**src/rtl/mem_access_pkg.sv**
```systemverilog
// Shared definitions for the MEM-stage byte-serial memory responder:
// load/store op codes, FSM state encoding and small decode helpers.
package mem_access_pkg;

    // Default RAM byte-address width (RamAddrBus)
    localparam int RAM_ADDR_W = 17;

    // Load/store op codes carried on aluop
    localparam logic [7:0] OP_LB  = 8'hE0;
    localparam logic [7:0] OP_LH  = 8'hE1;
    localparam logic [7:0] OP_LW  = 8'hE3;
    localparam logic [7:0] OP_LBU = 8'hE4;
    localparam logic [7:0] OP_LHU = 8'hE5;
    localparam logic [7:0] OP_SB  = 8'hE8;
    localparam logic [7:0] OP_SH  = 8'hE9;
    localparam logic [7:0] OP_SW  = 8'hEB;

    typedef enum logic [1:0] {
        MEM_IDLE   = 2'd0,
        MEM_ACCESS = 2'd1,
        MEM_DONE   = 2'd2
    } mem_state_e;

    // Number of RAM bytes touched by an op; 0 marks an op this stage does not serve
    function automatic logic [2:0] op_nbytes(input logic [7:0] op);
        case (op)
            OP_LB, OP_LBU, OP_SB: op_nbytes = 3'd1;
            OP_LH, OP_LHU, OP_SH: op_nbytes = 3'd2;
            OP_LW, OP_SW:         op_nbytes = 3'd4;
            default:              op_nbytes = 3'd0;
        endcase
    endfunction

    function automatic logic op_legal(input logic [7:0] op);
        op_legal = (op_nbytes(op) != 3'd0);
    endfunction

    function automatic logic op_is_store(input logic [7:0] op);
        case (op)
            OP_SB, OP_SH, OP_SW: op_is_store = 1'b1;
            default:             op_is_store = 1'b0;
        endcase
    endfunction

    // Little-endian byte lane select
    function automatic logic [7:0] byte_sel(input logic [31:0] d, input logic [1:0] idx);
        case (idx)
            2'd0:    byte_sel = d[7:0];
            2'd1:    byte_sel = d[15:8];
            2'd2:    byte_sel = d[23:16];
            default: byte_sel = d[31:24];
        endcase
    endfunction

endpackage

```
**src/rtl/mem_access_if.sv**
```systemverilog
// Pipeline-side request/response signals plus the 8-bit RAM port of the MEM stage.
interface mem_access_if #(parameter int ADDR_W = 17) ();
    logic              mem_rw_i;
    logic [7:0]        aluop_i;
    logic [ADDR_W-1:0] mem_addr_i;
    logic [31:0]       mem_write_data_i;
    logic [4:0]        wd_i;
    logic              wreg_i;
    logic [31:0]       wdata_i;
    logic [4:0]        wd_o;
    logic              wreg_o;
    logic [31:0]       wdata_o;
    logic              stall_req_o;
    logic [ADDR_W-1:0] ram_addr_o;
    logic [7:0]        ram_dout_o;
    logic              ram_wr_o;
    logic [7:0]        ram_din_i;

    modport slave (
        input  mem_rw_i, aluop_i, mem_addr_i, mem_write_data_i, wd_i, wreg_i, wdata_i, ram_din_i,
        output wd_o, wreg_o, wdata_o, stall_req_o, ram_addr_o, ram_dout_o, ram_wr_o
    );

    modport master (
        output mem_rw_i, aluop_i, mem_addr_i, mem_write_data_i, wd_i, wreg_i, wdata_i, ram_din_i,
        input  wd_o, wreg_o, wdata_o, stall_req_o, ram_addr_o, ram_dout_o, ram_wr_o
    );
endinterface

```
**src/rtl/mem_access_load_ext.sv**
```systemverilog
// Sign/zero extension of an assembled load value according to the load op.
module mem_access_load_ext
    import mem_access_pkg::*;
(
    input  logic [7:0]  i_aluop,
    input  logic [31:0] i_raw,
    output logic [31:0] o_data
);

    // Select extension by load width and signedness; non-loads yield zero
    always_comb begin
        o_data = 32'd0;
        case (i_aluop)
            OP_LB:   o_data = {{24{i_raw[7]}}, i_raw[7:0]};
            OP_LBU:  o_data = {24'd0, i_raw[7:0]};
            OP_LH:   o_data = {{16{i_raw[15]}}, i_raw[15:0]};
            OP_LHU:  o_data = {16'd0, i_raw[15:0]};
            OP_LW:   o_data = i_raw;
            default: o_data = 32'd0;
        endcase
    end

endmodule

```
**src/rtl/mem_access.sv**
```systemverilog
// MEM-stage responder: turns one 32-bit load/store into byte-serial accesses on
// an 8-bit single-port RAM, stalling upstream until the result is ready.
module mem_access
    import mem_access_pkg::*;
#(
    parameter int ADDR_W  = RAM_ADDR_W,
    parameter int RAM_LAT = 1
) (
    input logic         clk,
    input logic         rst,
    mem_access_if.slave bus
);

    mem_state_e        r_state;
    logic [7:0]        r_op;
    logic [ADDR_W-1:0] r_addr;
    logic [31:0]       r_sdata;
    logic [4:0]        r_wd;
    logic              r_wreg;
    logic [7:0]        r_cnt;
    logic [31:0]       r_shift;
    logic [ADDR_W-1:0] r_ram_addr;
    logic [7:0]        r_ram_dout;
    logic              r_ram_wr;
    logic [4:0]        r_wd_out;
    logic              r_wreg_out;
    logic [31:0]       r_wdata_out;

    logic              w_req_ok;
    logic [2:0]        w_nbytes;
    logic              w_is_store;
    logic [7:0]        w_last_cnt;
    logic              w_capture;
    logic              w_more;
    logic [31:0]       w_shift_next;
    logic [31:0]       w_raw;
    logic [31:0]       w_ext;

    assign w_req_ok     = bus.mem_rw_i & op_legal(bus.aluop_i);
    assign w_nbytes     = op_nbytes(r_op);
    assign w_is_store   = op_is_store(r_op);
    // Stores finish after issuing n bytes; loads wait for the last byte's read latency
    assign w_last_cnt   = w_is_store ? ({5'd0, w_nbytes} - 8'd1)
                                     : ({5'd0, w_nbytes} + 8'(RAM_LAT) - 8'd2);
    assign w_capture    = (r_cnt >= 8'(RAM_LAT - 1));
    assign w_more       = ((r_cnt + 8'd1) < {5'd0, w_nbytes});
    assign w_shift_next = {bus.ram_din_i, r_shift[31:8]};

    // Bytes shift in from the top; right-align the n bytes actually read
    always_comb begin
        w_raw = w_shift_next;
        case (w_nbytes)
            3'd1:    w_raw = {24'd0, w_shift_next[31:24]};
            3'd2:    w_raw = {16'd0, w_shift_next[31:16]};
            default: w_raw = w_shift_next;
        endcase
    end

    mem_access_load_ext u_load_ext (
        .i_aluop (r_op),
        .i_raw   (w_raw),
        .o_data  (w_ext)
    );

    // Access FSM: latch request, step byte counter and RAM port, register the result
    always_ff @(posedge clk) begin
        if (rst) begin
            r_state     <= MEM_IDLE;
            r_op        <= 8'd0;
            r_addr      <= '0;
            r_sdata     <= 32'd0;
            r_wd        <= 5'd0;
            r_wreg      <= 1'b0;
            r_cnt       <= 8'd0;
            r_shift     <= 32'd0;
            r_ram_addr  <= '0;
            r_ram_dout  <= 8'd0;
            r_ram_wr    <= 1'b0;
            r_wd_out    <= 5'd0;
            r_wreg_out  <= 1'b0;
            r_wdata_out <= 32'd0;
        end else begin
            case (r_state)
                MEM_IDLE: begin
                    r_wd_out    <= 5'd0;
                    r_wreg_out  <= 1'b0;
                    r_wdata_out <= 32'd0;
                    if (w_req_ok) begin
                        r_op       <= bus.aluop_i;
                        r_addr     <= bus.mem_addr_i;
                        r_sdata    <= bus.mem_write_data_i;
                        r_wd       <= bus.wd_i;
                        r_wreg     <= bus.wreg_i;
                        r_cnt      <= 8'd0;
                        r_shift    <= 32'd0;
                        r_ram_addr <= bus.mem_addr_i;
                        r_ram_dout <= bus.mem_write_data_i[7:0];
                        r_ram_wr   <= op_is_store(bus.aluop_i);
                        r_state    <= MEM_ACCESS;
                    end else begin
                        r_ram_wr <= 1'b0;
                        r_state  <= MEM_IDLE;
                    end
                end
                MEM_ACCESS: begin
                    if (!w_is_store && w_capture) begin
                        r_shift <= w_shift_next;
                    end
                    if (r_cnt == w_last_cnt) begin
                        r_ram_wr    <= 1'b0;
                        r_wd_out    <= r_wd;
                        r_wreg_out  <= w_is_store ? 1'b0 : r_wreg;
                        r_wdata_out <= w_is_store ? 32'd0 : w_ext;
                        r_state     <= MEM_DONE;
                    end else begin
                        r_cnt <= r_cnt + 8'd1;
                        if (w_more) begin
                            r_ram_addr <= r_addr + ADDR_W'(r_cnt + 8'd1);
                            r_ram_dout <= byte_sel(r_sdata, r_cnt[1:0] + 2'd1);
                        end else begin
                            r_ram_wr <= 1'b0;
                        end
                    end
                end
                MEM_DONE: begin
                    r_wd_out    <= 5'd0;
                    r_wreg_out  <= 1'b0;
                    r_wdata_out <= 32'd0;
                    r_state     <= MEM_IDLE;
                end
                default: begin
                    r_ram_wr <= 1'b0;
                    r_state  <= MEM_IDLE;
                end
            endcase
        end
    end

    // Pipeline outputs: pass-through in IDLE, stall during access, registered result in DONE
    always_comb begin
        bus.wd_o        = 5'd0;
        bus.wreg_o      = 1'b0;
        bus.wdata_o     = 32'd0;
        bus.stall_req_o = 1'b0;
        if (rst) begin
            bus.stall_req_o = 1'b0;
        end else begin
            case (r_state)
                MEM_IDLE: begin
                    bus.wd_o        = bus.wd_i;
                    bus.wreg_o      = bus.mem_rw_i ? 1'b0 : bus.wreg_i;
                    bus.wdata_o     = bus.mem_rw_i ? 32'd0 : bus.wdata_i;
                    bus.stall_req_o = w_req_ok;
                end
                MEM_ACCESS: begin
                    bus.wd_o        = r_wd;
                    bus.stall_req_o = 1'b1;
                end
                MEM_DONE: begin
                    bus.wd_o    = r_wd_out;
                    bus.wreg_o  = r_wreg_out;
                    bus.wdata_o = r_wdata_out;
                end
                default: begin
                    bus.stall_req_o = 1'b0;
                end
            endcase
        end
    end

    assign bus.ram_addr_o = r_ram_addr;
    assign bus.ram_dout_o = r_ram_dout;
    assign bus.ram_wr_o   = r_ram_wr;

endmodule

```
**src/flat_wrapper.sv**
```systemverilog
// flat-port wrapper written by rule: the top's interface ports become plain ports
module mem_access_flat import mem_access_pkg::*;
#(
    parameter int ADDR_W  = RAM_ADDR_W,
    parameter int RAM_LAT = 1
)
  (clk, rst, bus_mem_rw_i, bus_aluop_i, bus_mem_addr_i, bus_mem_write_data_i, bus_wd_i, bus_wreg_i, bus_wdata_i, bus_ram_din_i, bus_wd_o, bus_wreg_o, bus_wdata_o, bus_stall_req_o, bus_ram_addr_o, bus_ram_dout_o, bus_ram_wr_o);
  mem_access_if #(.ADDR_W(ADDR_W)) bus_i ();
  input logic clk;
  input logic rst;
  input wire logic [$bits(bus_i.mem_rw_i)-1:0] bus_mem_rw_i;
  input wire logic [$bits(bus_i.aluop_i)-1:0] bus_aluop_i;
  input wire logic [$bits(bus_i.mem_addr_i)-1:0] bus_mem_addr_i;
  input wire logic [$bits(bus_i.mem_write_data_i)-1:0] bus_mem_write_data_i;
  input wire logic [$bits(bus_i.wd_i)-1:0] bus_wd_i;
  input wire logic [$bits(bus_i.wreg_i)-1:0] bus_wreg_i;
  input wire logic [$bits(bus_i.wdata_i)-1:0] bus_wdata_i;
  input wire logic [$bits(bus_i.ram_din_i)-1:0] bus_ram_din_i;
  output wire logic [$bits(bus_i.wd_o)-1:0] bus_wd_o;
  output wire logic [$bits(bus_i.wreg_o)-1:0] bus_wreg_o;
  output wire logic [$bits(bus_i.wdata_o)-1:0] bus_wdata_o;
  output wire logic [$bits(bus_i.stall_req_o)-1:0] bus_stall_req_o;
  output wire logic [$bits(bus_i.ram_addr_o)-1:0] bus_ram_addr_o;
  output wire logic [$bits(bus_i.ram_dout_o)-1:0] bus_ram_dout_o;
  output wire logic [$bits(bus_i.ram_wr_o)-1:0] bus_ram_wr_o;
  assign bus_i.mem_rw_i = bus_mem_rw_i;
  assign bus_i.aluop_i = bus_aluop_i;
  assign bus_i.mem_addr_i = bus_mem_addr_i;
  assign bus_i.mem_write_data_i = bus_mem_write_data_i;
  assign bus_i.wd_i = bus_wd_i;
  assign bus_i.wreg_i = bus_wreg_i;
  assign bus_i.wdata_i = bus_wdata_i;
  assign bus_i.ram_din_i = bus_ram_din_i;
  assign bus_wd_o = bus_i.wd_o;
  assign bus_wreg_o = bus_i.wreg_o;
  assign bus_wdata_o = bus_i.wdata_o;
  assign bus_stall_req_o = bus_i.stall_req_o;
  assign bus_ram_addr_o = bus_i.ram_addr_o;
  assign bus_ram_dout_o = bus_i.ram_dout_o;
  assign bus_ram_wr_o = bus_i.ram_wr_o;
  mem_access #(.ADDR_W(ADDR_W), .RAM_LAT(RAM_LAT)) u_core (.clk(clk), .rst(rst), .bus(bus_i));
endmodule
```
**config.mk**
```make
export PLATFORM = sky130hd
export DESIGN_NAME = mem_access_flat
export DESIGN_NICKNAME = d
export VERILOG_FILES = /design/src/rtl/mem_access_pkg.sv /design/src/rtl/mem_access_if.sv /design/src/rtl/mem_access_load_ext.sv /design/src/rtl/mem_access.sv /design/src/flat_wrapper.sv
export SDC_FILE = /design/constraint.sdc
export NUM_CORES = 1
export LEC_CHECK = 0
export ABC_AREA = 1
export BUFFER_PORTS_ARGS = -buffer_cell sky130_fd_sc_hd__buf_2
export CAP_MARGIN = 20
export CORE_MARGIN = 1.5
export CORE_UTILIZATION = 56
export CTS_BUF_LIST = sky130_fd_sc_hd__clkbuf_16
export DETAILED_ROUTE_END_ITERATION = 6
export GPL_TIMING_DRIVEN = 0
export PLACE_DENSITY = 0.81
export REMOVE_ABC_BUFFERS = 1
export SYNTH_ARGS = -nofsm -noshare
export SYNTH_HDL_FRONTEND = slang
export SYNTH_SLANG_ARGS = --single-unit
```
**constraint.sdc**
```tcl
create_clock -name clk -period 3.7 [get_ports clk]
set_clock_uncertainty 0.1 [all_clocks]
set_input_delay 0.555 -clock clk [delete_from_list [all_inputs] [get_ports clk]]
set_output_delay 0.555 -clock clk [all_outputs]
set_load 0.1 [all_outputs]
```
# Yosys cells after proc, flatten, opt, wreduce, memory -nomap -nowiden
# Cells that the tools add are included.
[totals]
register_bits = 169
in_bits = 106
output_inout_bits = 65
word_cells = 123
[op_classes]
addsub = 7
order_cmp = 2
n_eq_ne = 29
n_mux = 47
bitwise = 2
reduce_logical = 22
[op_table]
columns = ["operator", "count"]
rows = [
  ["32-bit one-hot mux with 2 select lines", 4],
  ["32-bit two-way mux", 6],
  ["32-bit one-hot mux with 5 select lines", 1],
  ["8-bit == test, second input constant", 16],
  ["17-bit two-way mux", 3],
  ["8-bit two-way mux", 6],
  ["17-bit one-hot mux with 2 select lines", 1],
  ["8-bit one-hot mux with 2 select lines", 2],
  ["8-bit one-hot mux with 3 select lines", 1],
  ["3-bit one-hot mux with 3 select lines", 2],
  ["3-bit OR reduction", 6],
  ["17-bit adder", 1],
  ["5-bit one-hot mux with 3 select lines", 1],
  ["1-bit two-way mux", 11],
  ["5-bit two-way mux", 2],
  ["5-bit one-hot mux with 2 select lines", 1],
  ["8-bit by 1-bit adder with 9-bit output, second input constant", 1],
  ["8-bit by 1-bit adder with 8-bit output, second input constant", 1],
  ["8-bit == test", 1],
  ["8-bit by 1-bit >= comparator with 1-bit output, second input constant", 1],
  ["8-bit by 3-bit < comparator with 1-bit output", 1],
  ["2-bit by 1-bit != test with 1-bit output, second input constant", 4],
  ["8-bit by 2-bit subtractor with 8-bit output, second input constant", 1],
  ["1-bit one-hot mux with 2 select lines", 3],
  ["other kinds (23)", 32],
]

# Logic depth before layout (Yosys ltp)
[logic_depth]
depth_word = 9
mapped_depth = 24
depth_no_buf = 23

# Hierarchy
# Synthesis repeated with hierarchy kept, for this count alone.
[unflattened]
hier_cells = 1398
area_unflattened_um2 = 8966.1
[by_module_without_submodules]
columns = ["mod", "n_inst", "cells_per_inst", "area_each_um2", "seq_area_each_um2"]
rows = [
  ["mem_access", 1, 1308, 8519.4, 3223.1],
  ["mem_access_load_ext", 1, 90, 446.7, 0.0],
]

# Least setup slack after synthesis
# Ideal clock, no wire load.
[synth_timing]
path_kind = "input-to-output"
startpoint = "input bus_aluop_i[6]"
endpoint = "output bus_stall_req_o"
t_arrival_ns = 3.130
t_required_ns = 3.045
setup_slack_ns = -0.085
cell_stages = 9
path_buffers = 3
cell_sequence = "nand2_1 -> nor3b_1 -> nand4_1 -> nand2_1 -> nand3_1 -> buf_2 -> clkbuf_1 -> clkbuf_1 -> a21oi_1"
[synth_between]
elab_chain_len = 7
word_cells_on_any_way = 16
cone_classes = "eq/ne (8); mux (3); bitwise (1); reduce/logical (4)"
[synth_rtl]
columns = ["element", "line_no", "rtl"]
rows = [
  ["from (decl)", "flat_wrapper.sv:12", "input wire logic [$bits(bus_i.aluop_i)-1:0] bus_aluop_i;"],
  ["8-bit == test", "mem_access_pkg.sv:26", "case (op)"],
  ["3-bit OR reduction or 2-bit OR reduction (tied branches)", "mem_access_pkg.sv:26", ""],
  ["3-bit one-hot mux with 3 select lines (*)", "mem_access_pkg.sv:26", ""],
  ["3-bit nonzero test (*)", "mem_access_pkg.sv:35", "op_legal = (op_nbytes(op) != 3'd0);"],
  ["1-bit AND (*)", "mem_access.sv:39", "assign w_req_ok = bus.mem_rw_i & op_legal(bus.aluop_i);"],
  ["1-bit one-hot mux with 2 select lines (*)", "mem_access.sv:148", "case (r_state)"],
  ["1-bit two-way mux (*)", "mem_access.sv:145", "if (rst) begin"],
  ["to (decl)", "flat_wrapper.sv:22", "output wire logic [$bits(bus_i.stall_req_o)-1:0] bus_stall_req_o;"],
]
# Mark *: on every way between the ends. The rest lies on a longest branch, timed or not.

# Worst setup path after layout
[layout_timing]
startpoint = "register u_core.r_op[7]"
endpoint = "register u_core.r_ram_addr[0], in the netlist u_core.bus.ram_addr_o[0]"
[layout_between]
elab_chain_len = 9
word_cells_on_any_way = 23
cone_classes = "add/sub (3); order compare (1); eq/ne (11); mux (3); reduce/logical (5)"
[layout_rtl]
columns = ["element", "line_no", "rtl"]
rows = [
  ["from (decl)", "mem_access.sv:15", "logic [7:0] r_op;"],
  ["from (signal assigned)", "mem_access.sv:89", "r_op <= bus.aluop_i;"],
  ["8-bit == test, on equally long branches", "mem_access_pkg.sv:26, mem_access_pkg.sv:39", ""],
  ["3-bit OR reduction or 2-bit OR reduction (tied branches)", "mem_access_pkg.sv:26", ""],
  ["3-bit one-hot mux with 3 select lines", "mem_access_pkg.sv:26", ""],
  ["3-bit by 1-bit adder with 4-bit output", "mem_access.sv:44", ": ({5'd0, w_nbytes} + 8'(RAM_LAT) - 8'd2);"],
  ["8-bit by 2-bit subtractor with 8-bit output", "mem_access.sv:44", ""],
  ["8-bit two-way mux", "mem_access.sv:43", "assign w_last_cnt = w_is_store ? ({5'd0, w_nbytes} - 8'd1)"],
  ["8-bit == test", "mem_access.sv:109", "if (r_cnt == w_last_cnt) begin"],
  ["2-bit != test (no source line)", "-", ""],
  ["4-bit AND reduction (no source line) (*)", "-", ""],
  ["to (signal assigned)", "mem_access.sv:96", "r_ram_addr <= bus.mem_addr_i;"],
  ["to (signal assigned)", "mem_access.sv:118", "r_ram_addr <= r_addr + ADDR_W'(r_cnt + 8'd1);"],
  ["to (decl)", "mem_access.sv:22", "logic [ADDR_W-1:0] r_ram_addr;"],
]
# Marks and branches as above.
# A chain may end at the register's enable or synchronous reset.

==> run_results.csv <==
group,metric,value,unit
placement,dp_hpwl,15600,µm
floorplan,die_h,130,µm
setup_path,critPathKind,"flip-flop to flip-flop",
placement,dp_cells,1705,
floorplan,die_w,130,µm
setup_path,cp_max_fo,10,
route,drt_pass1_iterations,6,
grt,gr-total-overflow,0,
power,p_leak,4.75,nW
setup_path,path_common_cell,"nand2_1",
floorplan,start_util,0.569,
yosys,ys_seq_area_frac,0.359,
floorplan,core-area,15800,µm²
placement,place_ws,-1.45,ns
route,num_vias,9694,
placement,dpl_cell_area,9930,µm²
grt,grt_pass1_wl,39400,µm
route,routed-wl-met3,2290,µm
route,route.detailed.drc,0,
setup_path,crit_required,3.93,ns
timing,fmax,284,MHz
route,met2_length,11300,µm
yosys,syn_inst,1398,
grt,grtUsageTotal,0.293,
layout,nets,1650,
route,via_per_inst,5.53,
timing,tns,0,ns
timing,setup_violations,0,
timing,finalMaxSlewViolations,0,
cts,cts.path.max_buffers,2,
route,ant_nets,0,
setup_path,cp_slowest_cell,"dfxtp_1",
power,power-per-cell-area,366,nW/µm²
setup_path,crit_arrival,3.75,ns
cts,cts_root_buf,"clkbuf_16",
power,vdd_drop_max,0.321,mV
timing,final_hold_viol_count,0,
grt,first_global_vias,8255,
route,drtIter0Drc,933,
run_status,run_status,"complete, no violations",
floorplan,ios,171,
yosys,syn_avg_cell_area,6.42,µm²
yosys,synth.distinct_cells,44,
layout,drive_gt1_frac,0.175,
min_path,hp-class,"input pin to flip-flop",
yosys,yosys_warnings,0,
route,wl_met1,11000,µm
cts,cts_tree,"built",
setup_path,start_kind,"flip-flop",
yosys,ys_ff_latch,161,
grt,grt_max_degree,82,
floorplan,num_rows,46,
timing,whs,0.259,ns
setup_path,cpPeakStageDelay,0.33,ns
job,drv_cap,0,
yosys,synth_area,8980,µm²
placement,gp_congestion,0.891,
cts,cts_made_buffers,17,
timing,min_period_over_period,0.952,
route,wl_per_cell,14.3,µm
layout,syn2layout_area_growth,19.9,%
layout,fin_area,10800,µm²
timing,maxSlewHeadroom,0.365,
grt,antenna_found_initial,0,
floorplan,die_area,16800,µm²
layout,layout.cells.non_filler,1752,
setup_path,worstPathCellList,"nand2_1 -> nor2_4 -> inv_1 -> nor3_2 -> ha_2 -> inv_1 -> nand2_1 -> inv_1 -> ha_1 -> ha_1 -> nand2_1 -> nand2_1 -> nand2_1 -> clkinv_1 -> nand3_1 -> nor2_4 -> nand3_4 -> buf_12 -> nand3_4 -> nor2_1 -> nor2_1",
cts,clock-sinks,161,
timing,tightest_slew,0.951,ns
timing,period_minus_slack,3.52,ns
route,routed.top_layer,"met4",
cts,clk_latency,0.44,ns
setup_path,end_kind,"flip-flop",
cts,cts.reportedPaths.clkPinSlew,0.06,ns
route,wirelength,25100,µm
timing,fin_ws,0.177,ns
cts,htreeDepth,4,
placement,portBuffers,170,
==> where the power goes <==
group	leakage, nW	internal [mW]	switching [mW]
registers	1.30	1.76	0.0148
logic	3.17	0.124	0.358
clock network	0.275	0.973	0.715
==> worst paths after layout <==
| path | start | end | slack [ns] | cells past startpoint |
|---|---|---|---|---|
| max | u_core.r_op[7] | u_core.bus.ram_addr_o[0] | 0.18 | 21 |
| min | bus_mem_write_data_i[8] | u_core.r_sdata[8] | 0.26 | 3 |
| max reg2reg | u_core.r_op[7] | u_core.bus.ram_addr_o[0] | 0.18 | 21 |
| min reg2reg | u_core.r_op[4] | u_core.r_op[4] | 0.33 | 2 |
==> synthesized netlist by cell type, drive strengths merged <==
master    n  area [µm²]
a31oi     4        25.0
a21oi   170         851
fa        1        20.0
dfxtp   161        3220
clkbuf   61         229
a221o     3        30.0
a21boi    1        7.51
clkinv    2        7.51
ha       21         263
o21ai    85         425
a211oi    7        52.6
mux2i     3        30.0
nand4    21         131
a22o      1        8.76
o211ai   20         150
nor3b     2        15.0
o221ai    1        8.76
o21a      3        22.5
xnor2     1        8.76
nor3     10        60.1
conb      1        3.75
nand3   125         661
or2       5        31.3
nor4      1        6.26
a22oi     3        22.5
a32oi     3        26.3
inv     124         465
o21bai    1        7.51
nand2   396        1490
buf      25         131
nor2    127         484
xor2      7        61.3
nand3b    2        18.8
==> registers in the layout (all words and copies together) (netlist names) <==
name,flops
u_core.r_addr,17
u_core.bus.ram_addr_o,17
u_core.r_wreg,1
u_core.r_cnt,8
u_core.bus.ram_dout_o,8
u_core.r_state,2
u_core.r_wd,5
u_core.r_wreg_out,1
u_core.r_op,8
u_core.r_wdata_out,32
u_core.r_shift,24
u_core.r_sdata,32
u_core.bus.ram_wr_o,1
u_core.r_wd_out,5
==> placed cells by master (no fill, tap or decap), types with 17 or more instances in the layout <==
cell / n
a21oi_1: 170
buf_2: 165
clkbuf_16: 17
dfxtp_1: 160
ha_1: 20
inv_1: 110
nand2_1: 392
nand3_1: 116
nand4_1: 21
nor2_1: 120
o211ai_1: 20
o21ai_0: 67
o21ai_1: 17
==> metrics by stage <==
stage          utilization  total power, mW
2_1_floorplan            -             2.12
3_3_place_gp         0.618             2.26
3_5_place_dp         0.629             2.28
4_1_cts              0.676             3.94
5_1_grt              0.682             4.06
6_report             0.682             3.94
==> final cells by class <==
| type | count | area (µm²) |
|---|---|---|
| clock inverters | 15 | 129 |
| fillers | 1420 | 5010 |
| well taps | 216 | 270 |
| repair buffers | 186 | 1110 |
| diodes | 1 | 2.50 |
| clock buffers | 17 | 425 |
| multi-input cells | 1030 | 5120 |
| flip-flops and latches | 161 | 3220 |
| inverters | 126 | 477 |
==> layer usage <==
layer  vias to the layer above  track usage
met5                         -            0
met4                         0        0.115
met3                        48       0.0640
met2                       445        0.461
met1                      4352        0.394
li1                       4849            -
==> worst max-delay path: cells and delay by family, from the launching register on <==
family	cells	cell delay [ns]
adder cells (fa/ha/maj)	3	0.65
flip-flops	1	0.33
AND/OR/NAND/NOR	13	1.75
buffers and inverters	5	0.56
==> cell families (layout without fill, tap and decap cells) <==
kind of cell	Yosys count	count (layout)	share of synthesized area
flops	161	161	0.359
compound gates	302	302	0.182
mux	3	3	0.00335
fa+ha+maj	22	22	0.0315
xor+xnor	8	8	0.00781
buf+inv	212	344	0.0928
simple gates	689	694	0.323
other cells	1	2	0.000418
==> timing repair <==
item	4_1_cts	5_1_grt
setup buffers	6	2
pin swaps	4	2
setup endpoints to repair	77	83
resized for setup	18	12
hold buffers	0	0
cloned	5	0
Power figures use the tool's default switching activity.
